[src/rtl/twi_xfer_seq_pkg.sv]
// twi_xfer_seq_pkg: shared TWI register map, bit positions, command codes and sequencer states.
package twi_xfer_seq_pkg;

    localparam logic [7:0] CTRLA_ADDR  = 8'hA0;
    localparam logic [7:0] CTRLC_ADDR  = 8'hA2;
    localparam logic [7:0] STATUS_ADDR = 8'hA3;
    localparam logic [7:0] BAUD_ADDR   = 8'hA4;
    localparam logic [7:0] DATA_ADDR   = 8'hA5;

    localparam int CTRLA_ENABLE_BIT  = 3;
    localparam int STATUS_RIF_BIT    = 7;
    localparam int STATUS_WIF_BIT    = 6;
    localparam int STATUS_RXACK_BIT  = 4;
    localparam int CTRLC_ACKACT_BIT  = 2;

    typedef enum logic [1:0] {
        CMD_NOP     = 2'b00,
        CMD_RESTART = 2'b01,
        CMD_RECEIVE = 2'b10,
        CMD_STOP    = 2'b11
    } twi_cmd_e;

    typedef enum logic [4:0] {
        S_IDLE,
        S_BAUD,
        S_ENA,
        S_SLAW,
        S_PW_SLAW,
        S_REG,
        S_PW_REG,
        S_WDAT,
        S_PW_WDAT,
        S_RSTRT,
        S_PC_RSTRT,
        S_SLAR,
        S_PW_SLAR,
        S_RECV,
        S_PR,
        S_RDAT,
        S_STOP,
        S_PC_STOP,
        S_DONE
    } xfer_state_e;

    function automatic logic is_poll(xfer_state_e s);
        return s inside {S_PW_SLAW, S_PW_REG, S_PW_WDAT, S_PC_RSTRT, S_PW_SLAR, S_PR, S_PC_STOP};
    endfunction

    function automatic logic [7:0] ctrlc_val(twi_cmd_e c, logic ackact);
        logic [7:0] v;
        v = '0;
        v[1:0] = c;
        v[CTRLC_ACKACT_BIT] = ackact;
        return v;
    endfunction

endpackage

[src/rtl/twi_xfer_seq_arb.sv]
// twi_rr_arb: two-way round-robin arbiter; the requester that just won drops to lowest priority.
module twi_rr_arb
    import twi_xfer_seq_pkg::*;
(
    input  logic       clk_i,
    input  logic       rst_i,
    input  logic [1:0] req_i,
    input  logic       en_i,
    output logic [1:0] gnt_o
);

    logic ptr_q, ptr_d;

    always_comb begin
        gnt_o = (req_i == 2'b11) ? (ptr_q ? 2'b10 : 2'b01) : req_i;
        ptr_d = (en_i && |req_i) ? gnt_o[0] : ptr_q;
    end

    always_ff @(posedge clk_i or posedge rst_i) begin
        if (rst_i) ptr_q <= 1'b0;
        else       ptr_q <= ptr_d;
    end

endmodule

[src/rtl/twi_xfer_seq.sv]
// twi_xfer_seq: arbitrates two register-job requesters and walks the TWI master register
// block through START/SLA/REG/[DATA | RESTART/SLA+R/RECEIVE]/STOP, polling STATUS and CTRLC.
module twi_xfer_seq
    import twi_xfer_seq_pkg::*;
#(
    parameter int          BUS_ADDR_DATA_LEN = 8,
    parameter logic [7:0]  BAUD_VAL          = 8'd24,
    parameter logic [11:0] POLL_TIMEOUT      = 12'd4095
) (
    input  logic                         clk_i,
    input  logic                         rst_i,
    input  logic [1:0]                   req_i,
    input  logic [1:0]                   req_rnw_i,
    input  logic [13:0]                  req_sla_i,
    input  logic [15:0]                  req_reg_i,
    input  logic [15:0]                  req_wdata_i,
    output logic [1:0]                   done_o,
    output logic                         err_o,
    output logic [7:0]                   rdata_o,
    output logic [BUS_ADDR_DATA_LEN-1:0] twi_addr_o,
    output logic                         twi_wr_o,
    output logic                         twi_rd_o,
    output logic [7:0]                   twi_dat_o,
    input  logic [7:0]                   twi_dat_i
);

    xfer_state_e state_q, state_d, nxt;
    logic        gnt_q, gnt_d;
    logic        rnw_q, rnw_d;
    logic [6:0]  sla_q, sla_d;
    logic [7:0]  reg_q, reg_d;
    logic [7:0]  wdat_q, wdat_d;
    logic        err_q, err_d;
    logic [7:0]  rdata_q, rdata_d;
    logic [11:0] tmo_q, tmo_d;
    logic [7:0]  addr_c;
    logic [1:0]  gnt;
    logic        met, nack, tmo_hit;

    twi_rr_arb u_arb (
        .clk_i (clk_i),
        .rst_i (rst_i),
        .req_i (req_i),
        .en_i  (state_q == S_IDLE),
        .gnt_o (gnt)
    );

    always_comb begin
        state_d   = state_q;
        gnt_d     = gnt_q;
        rnw_d     = rnw_q;
        sla_d     = sla_q;
        reg_d     = reg_q;
        wdat_d    = wdat_q;
        err_d     = err_q;
        rdata_d   = rdata_q;
        tmo_d     = is_poll(state_q) ? tmo_q + 12'd1 : '0;
        tmo_hit   = tmo_q == POLL_TIMEOUT - 12'd1;
        twi_wr_o  = 1'b0;
        twi_rd_o  = 1'b0;
        addr_c    = '0;
        twi_dat_o = '0;
        met       = 1'b0;
        nack      = 1'b0;
        nxt       = S_IDLE;
        case (state_q)
            S_IDLE: if (|req_i) begin
                gnt_d   = gnt[1];
                rnw_d   = gnt[1] ? req_rnw_i[1] : req_rnw_i[0];
                sla_d   = gnt[1] ? req_sla_i[13:7] : req_sla_i[6:0];
                reg_d   = gnt[1] ? req_reg_i[15:8] : req_reg_i[7:0];
                wdat_d  = gnt[1] ? req_wdata_i[15:8] : req_wdata_i[7:0];
                err_d   = 1'b0;
                state_d = S_BAUD;
            end
            S_BAUD: begin
                {twi_wr_o, addr_c, twi_dat_o} = {1'b1, BAUD_ADDR, BAUD_VAL};
                state_d = S_ENA;
            end
            S_ENA: begin
                {twi_wr_o, addr_c, twi_dat_o} = {1'b1, CTRLA_ADDR, 8'h1 << CTRLA_ENABLE_BIT};
                state_d = S_SLAW;
            end
            S_SLAW: begin
                {twi_wr_o, addr_c, twi_dat_o} = {1'b1, DATA_ADDR, sla_q, 1'b0};
                state_d = S_PW_SLAW;
            end
            S_REG: begin
                {twi_wr_o, addr_c, twi_dat_o} = {1'b1, DATA_ADDR, reg_q};
                state_d = S_PW_REG;
            end
            S_WDAT: begin
                {twi_wr_o, addr_c, twi_dat_o} = {1'b1, DATA_ADDR, wdat_q};
                state_d = S_PW_WDAT;
            end
            S_RSTRT: begin
                {twi_wr_o, addr_c, twi_dat_o} = {1'b1, CTRLC_ADDR, ctrlc_val(CMD_RESTART, 1'b0)};
                state_d = S_PC_RSTRT;
            end
            S_SLAR: begin
                {twi_wr_o, addr_c, twi_dat_o} = {1'b1, DATA_ADDR, sla_q, 1'b1};
                state_d = S_PW_SLAR;
            end
            // single-byte read: NACK the byte so the slave releases SDA before STOP
            S_RECV: begin
                {twi_wr_o, addr_c, twi_dat_o} = {1'b1, CTRLC_ADDR, ctrlc_val(CMD_RECEIVE, 1'b1)};
                state_d = S_PR;
            end
            S_RDAT: begin
                {twi_rd_o, addr_c} = {1'b1, DATA_ADDR};
                rdata_d = twi_dat_i;
                state_d = S_STOP;
            end
            S_STOP: begin
                {twi_wr_o, addr_c, twi_dat_o} = {1'b1, CTRLC_ADDR, ctrlc_val(CMD_STOP, 1'b0)};
                state_d = S_PC_STOP;
            end
            S_PW_SLAW, S_PW_REG, S_PW_WDAT, S_PW_SLAR: begin
                {twi_rd_o, addr_c} = {1'b1, STATUS_ADDR};
                met  = twi_dat_i[STATUS_WIF_BIT];
                nack = twi_dat_i[STATUS_RXACK_BIT];
                nxt  = state_q == S_PW_SLAW ? S_REG :
                       state_q == S_PW_REG  ? (rnw_q ? S_RSTRT : S_WDAT) :
                       state_q == S_PW_SLAR ? S_RECV : S_STOP;
            end
            S_PC_RSTRT, S_PC_STOP: begin
                {twi_rd_o, addr_c} = {1'b1, CTRLC_ADDR};
                met = twi_dat_i[1:0] == CMD_NOP;
                nxt = state_q == S_PC_RSTRT ? S_SLAR : S_DONE;
            end
            S_PR: begin
                {twi_rd_o, addr_c} = {1'b1, STATUS_ADDR};
                met = twi_dat_i[STATUS_RIF_BIT];
                nxt = S_RDAT;
            end
            S_DONE: state_d = S_IDLE;
            default: state_d = S_IDLE;
        endcase
        // a stuck STOP goes straight to DONE rather than issuing another STOP
        if (is_poll(state_q)) begin
            if (met) begin
                state_d = nack ? S_STOP : nxt;
                err_d   = err_q | nack;
            end else if (tmo_hit) begin
                state_d = (state_q == S_PC_STOP) ? S_DONE : S_STOP;
                err_d   = 1'b1;
            end
        end
    end

    always_ff @(posedge clk_i or posedge rst_i) begin
        if (rst_i) begin
            state_q <= S_IDLE;
            gnt_q   <= 1'b0;
            rnw_q   <= 1'b0;
            sla_q   <= '0;
            reg_q   <= '0;
            wdat_q  <= '0;
            err_q   <= 1'b0;
            rdata_q <= '0;
            tmo_q   <= '0;
        end else begin
            state_q <= state_d;
            gnt_q   <= gnt_d;
            rnw_q   <= rnw_d;
            sla_q   <= sla_d;
            reg_q   <= reg_d;
            wdat_q  <= wdat_d;
            err_q   <= err_d;
            rdata_q <= rdata_d;
            tmo_q   <= tmo_d;
        end
    end

    assign twi_addr_o = BUS_ADDR_DATA_LEN'(addr_c);
    assign done_o     = (state_q == S_DONE) ? (gnt_q ? 2'b10 : 2'b01) : 2'b00;
    assign err_o      = (state_q == S_DONE) && err_q;
    assign rdata_o    = rdata_q;

endmodule

[config.mk]
export PLATFORM = sky130hd
export DESIGN_NAME = twi_xfer_seq
export DESIGN_NICKNAME = d
export VERILOG_FILES = /design/src/rtl/twi_xfer_seq_pkg.sv /design/src/rtl/twi_xfer_seq_arb.sv /design/src/rtl/twi_xfer_seq.sv
export SDC_FILE = /design/constraint.sdc
export NUM_CORES = 1
export LEC_CHECK = 0
export ABC_AREA = 0
export ABC_CLOCK_PERIOD_IN_PS = 2400
export BUFFER_PORTS_ARGS = -buffer_cell sky130_fd_sc_hd__buf_2
export CAP_MARGIN = 0
export CORE_MARGIN = 1
export CORE_UTILIZATION = 52
export DETAILED_ROUTE_END_ITERATION = 16
export PLACE_DENSITY = 0.9
export SLEW_MARGIN = 20
export SYNTH_ARGS = -nofsm -noshare
export SYNTH_HDL_FRONTEND = slang
export SYNTH_SLANG_ARGS = --single-unit
[constraint.sdc]
create_clock -name clk_i -period 2.4 [get_ports clk_i]
set_input_delay 0.48 -clock clk_i [delete_from_list [all_inputs] [get_ports clk_i]]
set_output_delay 0.48 -clock clk_i [all_outputs]
set_load 0.01 [all_outputs]
Word level (Yosys, flattened, before mapping)

Index checks and enable logic that the tools add are counted.

Flip-flop bits (word level): 52
Bits in latches: 0
Memory bits (writable): 0
ROM bits: 0
Input bits: 60
Output and inout port bits: 29
Logic and storage cells: 80
Memories kept: 0

$add $sub $neg: 1
Multipliers: 0
Div/mod/pow operators: 0
Order comparisons: 0
Equal/unequal tests: 20
Shifts and indexed selects: 0
Mux-type cells: 33
Bitwise operators: 1
Reduce and logical (&&, ||, !) cells: 15

Operators with widths:

| kind                                                            | count |
|---|---|
| 8-bit one-hot mux with 9 select lines                           | 1 |
| 5-bit one-hot mux with 12 select lines                          | 1 |
| 5-bit 2-to-1 mux                                                | 9 |
| 5-bit by 4-bit == test with 1-bit output, second input constant | 8 |
| 8-bit one-hot mux with 5 select lines                           | 1 |
| 5-bit by 3-bit == test with 1-bit output, second input constant | 4 |
| 8-bit 2-to-1 mux                                                | 2 |
| 5-bit == test, second input constant                            | 3 |
| 5-bit one-hot mux with 3 select lines                           | 1 |
| 5-bit OR reduction                                              | 3 |
| 12-bit by 1-bit adder with 12-bit output, second input constant | 1 |
| 12-bit == test, second input constant                           | 1 |
| 12-bit 2-to-1 mux                                               | 1 |
| 5-bit by 2-bit == test with 1-bit output, second input constant | 2 |
| 2-bit 2-to-1 mux                                                | 5 |
| 1-bit 2-to-1 mux                                                | 9 |
| 9-bit OR reduction                                              | 1 |
| 8-bit OR reduction                                              | 1 |
| 7-bit 2-to-1 mux                                                | 1 |
| 7-bit nonzero test                                              | 1 |
| 7-bit OR reduction                                              | 1 |
| 5-bit by 1-bit == test with 1-bit output, second input constant | 1 |
| 5-bit logical NOT                                               | 1 |
| 4-bit 2-to-1 mux                                                | 1 |
| other kinds (8)                                                 | 10 |

Depth between registers and ports, before layout

Word-level depth: 8
Gate-level depth with buffers: 7
Gate-level depth less buffers: 5

By module

From an unflattened synthesis, not the netlist that was laid out.

Cells, all modules: 326
Area total of the unflattened synthesis: 3045.4 µm²

Modules (own cells, without submodules):

| module       | instances | cells each | area each (µm²) | seq. area each (µm²) |
|---|---|---|---|---|
| twi_xfer_seq | 1         | 319        | 2986.6          | 1276.2 |
| twi_rr_arb   | 1         | 7          | 58.8            | 25.0 |

Worst setup path after synthesis

Ideal clock, no wire load.

Path kind: register -> output
Start: register state_q[3]
End: output port twi_dat_o[1]
Arrival time: 1450 ps
Data required time: 1920 ps
Setup slack: 470 ps
Cell stages (with the launch flop): 6
Buffers on the path: 1
Cells stage by stage: dfrtp_1 > or2_1 > buf_4 > nor3b_1 > nor2_1 > o21ai_0

Cells in the longest elaborated chain, start to end: 2
Elaborated cells between the ends (all ways): 10
Classes of those cells: eq/ne (9); mux (1)

RTL lines:

| item                                      | line                | source |
|---|---|---|
| start, declared                           | twi_xfer_seq.sv:27  | `xfer_state_e state_q, state_d, nxt;` |
| start signal, assigned                    | twi_xfer_seq.sv:163 | `state_q <= state_d;` |
| 5-bit == test (tied with other cells)     | twi_xfer_seq.sv:66  | `case (state_q)` |
| 8-bit one-hot mux with 9 select lines (*) | twi_xfer_seq.sv:66  |  |
| end, declared                             | twi_xfer_seq.sv:23  | `output logic [7:0] twi_dat_o,` |

Every way passes the cells marked *; elsewhere a longest branch is shown, timed or not.

Final worst setup path

Start: register state_q[0]
End: output port twi_dat_o[7]

Same word-level chain as after synthesis.

==> out/qor.tcl <==
set qor(grt_antenna_before_repair) 0
set qor(timing.setup.critical_path_class) {reg -> out}
set qor(netlist_area_sq_mm) 0.00295
set qor(n_diodes) 0
set qor(floorplan.die_area_sq_mm) 0.00597
set qor(critical_path.max_stage_delay_ns) 0.52
set qor(post-route-drc-count) 0
set qor(clock_sink_total) 52
set qor(layout.nets) 468
set qor(max-slew-margin-rel_pct) 57.1
set qor(first_global_vias) 2507
set qor(setup_total_negative_slack_ns) 0
set qor(crit_chain) {nor2b_1 > nand2_1 > nor3_2 > a22oi_1 > nand2_1 > buf_2}
set qor(power.leakage_nw) 1.81
set qor(multi_input_combinational_cell_area_sq_mm) 0.00150
set qor(min_period_over_period_pct) 95.5
set qor(tritoncts) {done}
set qor(fp.dieH_um) 77.3
set qor(synth-edff-count) 0
set qor(leftover_overflow_at_the_end_of_global_routing) 0
set qor(sequential_cell_area_sq_mm) 0.00131
set qor(critical-path-slowest-cell) {dfrtp_2}
set qor(gr-usage-all-layers_pct) 24.4
set qor(clockBufferDepth) 2
set qor(synth.lib_cells_used.distinct) 48
set qor(power.ir.vdd_worst_mv) 0.514
set qor(placeableCoreArea_sq_mm) 0.00547
set qor(grt_setup_unrepaired) {no}
set qor(port-buffer-count) 85
set qor(die_width_um) 77.3
set qor(hold_class) {in -> async}
set qor(ys_seq_elements) 52
set qor(worstRegToRegCells) 6
set qor(syn_area_per_cell_sq_um) 9.15
set qor(critPathRequiredTime_ns) 1.92
set qor(dp_slack_ns) 0.228
set qor(synth-main-ff-cell) {dfrtp_1}
set qor(detail_route_antenna_nets) 0
set qor(cp-end-kind) {output port}
set qor(path_delay_family) {simple AND/OR/NAND/NOR gates}
set qor(path_max_fanout) 15
set qor(ffs_w_async_s_r_synth_pct) 100
set qor(cts_setup_buffers) 0
set qor(yosysSeqAreaShare_pct) 44.2
set qor(report.final.slew_viol_count) 0
set qor(critPathArrivalTime_ns) 1.81
set qor(wl_per_cell_um) 14.1
set qor(drt_iter0_markers) 132
set qor(max_cap_viol_count) 0
set qor(cts_made_buffers) 5
set qor(cp-start-kind) {flip-flop}
set qor(synth.largest_area_cell) {dfrtp_1}
set qor(route.vias.total) 2578
set qor(synth_top_cells_by_area) {dfrtp_1, mux2i_1, o21ai_0, nand2_1, nor2_1}
set qor(worst_skew_pair.late_latency_ns) 0.32
set qor(htree_num_levels) 2
set qor(power.density_mw_per_mm2) 1080
set qor(post_synth_inst_count) 322
set qor(outcome) {finished clean}
set qor(cell_chosen_for_the_clock_root) {clkbuf_8}
set qor(setup_viol_count_final) 0
set qor(area_growth_pct) 21.1
set qor(dr.pass1.iters) 6
set qor(timing.clock.skew_ns) 0.0116
set qor(layout-drive-gt1-share_pct) 31.7
set qor(max_clock_freq_mhz) 436
set qor(critical_path_cell_count) 6
set qor(global_route_wire_length_before_repair_um) 11400
set qor(std_cell_rows) 27
set qor(timing_worst_slew_pin_value_ns) 0.643
set qor(postCtsHoldBufs) 0
set qor(initial_core_util_pct) 53.8
set qor(num_io_pins) 89
set qor(totalWireLength_um) 6760
set qor(place_hpwl_um) 5050
set qor(synth_top_cell_area_share_pct) 44.2
set qor(crit_buf_inv) 1
set qor(n_fill_cell) 477
set qor(largest_net_degree_at_the_start_of_global_routing) 53
set qor(gp_congestion) 0.962
set qor(yosys_warnings) 0
set qor(vias_per_cell) 5.38
set qor(clk_transition_reported_paths_ns) 0.10
set qor(critical_path.most_common_cell) {nand2_1}
set qor(setup_ws_ns) 0.107
set qor(finalCriticalPeriod_ns) 2.29
set qor(hold_violations) 0
placed cells by master (no fill, tap or decap), drive strengths merged, types with 3 or more instances in the layout:
| master | instances |
|---|---|
| buf | 98 |
| nand2 | 43 |
| o21bai | 3 |
| and3 | 3 |
| a21oi | 9 |
| mux2 | 9 |
| mux2i | 26 |
| nand4 | 5 |
| xnor2 | 6 |
| nand3 | 10 |
| xor2 | 5 |
| nor3 | 11 |
| clkbuf | 5 |
| nand2b | 3 |
| nor2b | 4 |
| a22oi | 6 |
| dfrtp | 52 |
| inv | 13 |
| conb | 3 |
| nor2 | 32 |
| o21ai | 36 |
per-layer routing:
layer	share of wire [%]	GRT usage, %	up-vias
met4	1.8	8.87	0
met5	0	0	-
met2	49	41.1	95
li1	-	-	1274
met3	5.4	4.40	11
met1	43	31.2	1198
cells in the mapped netlist, types with 2 or more instances:
| master | instances |
|---|---|
| clkbuf_1 | 9 |
| nor3_1 | 11 |
| nand2b_1 | 3 |
| ha_1 | 2 |
| a221o_1 | 2 |
| buf_4 | 6 |
| mux2_2 | 8 |
| o21ai_2 | 2 |
| o31a_1 | 2 |
| a22o_1 | 2 |
| nor2b_1 | 4 |
| dfrtp_1 | 52 |
| nor2_2 | 2 |
| nand4_1 | 4 |
| o22ai_1 | 2 |
| a22oi_1 | 6 |
| nand2_1 | 42 |
| and3_1 | 3 |
| a21oi_1 | 9 |
| nor4bb_1 | 2 |
| xnor2_1 | 6 |
| o21ai_0 | 33 |
| o21bai_1 | 3 |
| nor2_1 | 30 |
| nand3_1 | 9 |
| mux2i_1 | 26 |
| buf_2 | 6 |
| inv_1 | 12 |
| xor2_1 | 5 |
per-stage QoR:
step	cells	hold slack, ns	power [mW]	area (sq um)	utilization [%]
2_1_floorplan	324	0.445	2.73	2950	-
3_3_place_gp	471	0.463	3.22	3470	63.4
3_5_place_dp	471	0.470	3.31	3470	63.4
4_1_cts	479	0.346	3.85	3570	65.2
5_1_grt	479	0.380	4.15	3570	65.2
6_report	479	0.320	3.84	3570	65.2
worst register-to-register path: stages, from the launching register on:
cell,delay [ns]
dfrtp_2,0.50
buf_4,0.21
nor4_4,0.41
o21ai_2,0.27
buf_4,0.31
nand2_1,0.12
o21ai_0,0.09
flip-flops by register name, indices dropped and copies added (netlist names):
register and cells:
tmo_q 12, rdata_o 8, reg_q 8, wdat_q 8
sla_q 7, state_q 5, err_q 1, gnt_q 1
rnw_q 1, u_arb.ptr_q 1
power breakdown:
part	total [mW]	internal, mW	switching, mW	leakage, nW
clock	0.523	0.210	0.313	0.0485
combinational	1.90	0.792	1.11	1.09
sequential	1.42	1.18	0.242	0.670
cells by family after synthesis:
family                     count (synthesis)  share of synthesized area (%)
and+or+nand+nor                          119                           19.8
AOI/OAI and AO/OA                         67                           13.8
DFF                                       52                           44.2
muxes                                     35                           12.3
buffers and inverters                     35                           5.73
xor gates and xnor gates                  11                           3.27
adders and majority gates                  2                          0.849
other                                      1                          0.127
worst paths after layout:
| check | startpoint | to | slack, ns |
|---|---|---|---|
| max in group asynchronous | rst_i | state_q[1] | 1.61 |
| worst max register to register | state_q[1] | sla_q[0] | 0.37 |
| worst min register to register | wdat_q[0] | wdat_q[0] | 0.49 |
| min in group clk_i | twi_dat_i[5] | rdata_o[5] | 0.40 |
| worst min-delay path | rst_i | tmo_q[1] | 0.32 |
| worst max-delay path | state_q[0] | twi_dat_o[7] | 0.11 |
what timing repair did:
action,4_1_cts,5_1_grt
pin swaps,0,0
gates resized for setup,3,3
setup endpoints to repair,4,3
hold endpoints to repair,0,0
final cells by class:
cell class	instances	share of cell area [%]
Multi-Input combinational cell	237	42.1
Sequential cell	52	36.6
Timing Repair Buffer	98	15.0
Tap cell	72	2.52
Clock buffer	5	1.93
Inverter	12	1.26
Clock inverter	3	0.631
(Power assumes the default switching activity.)
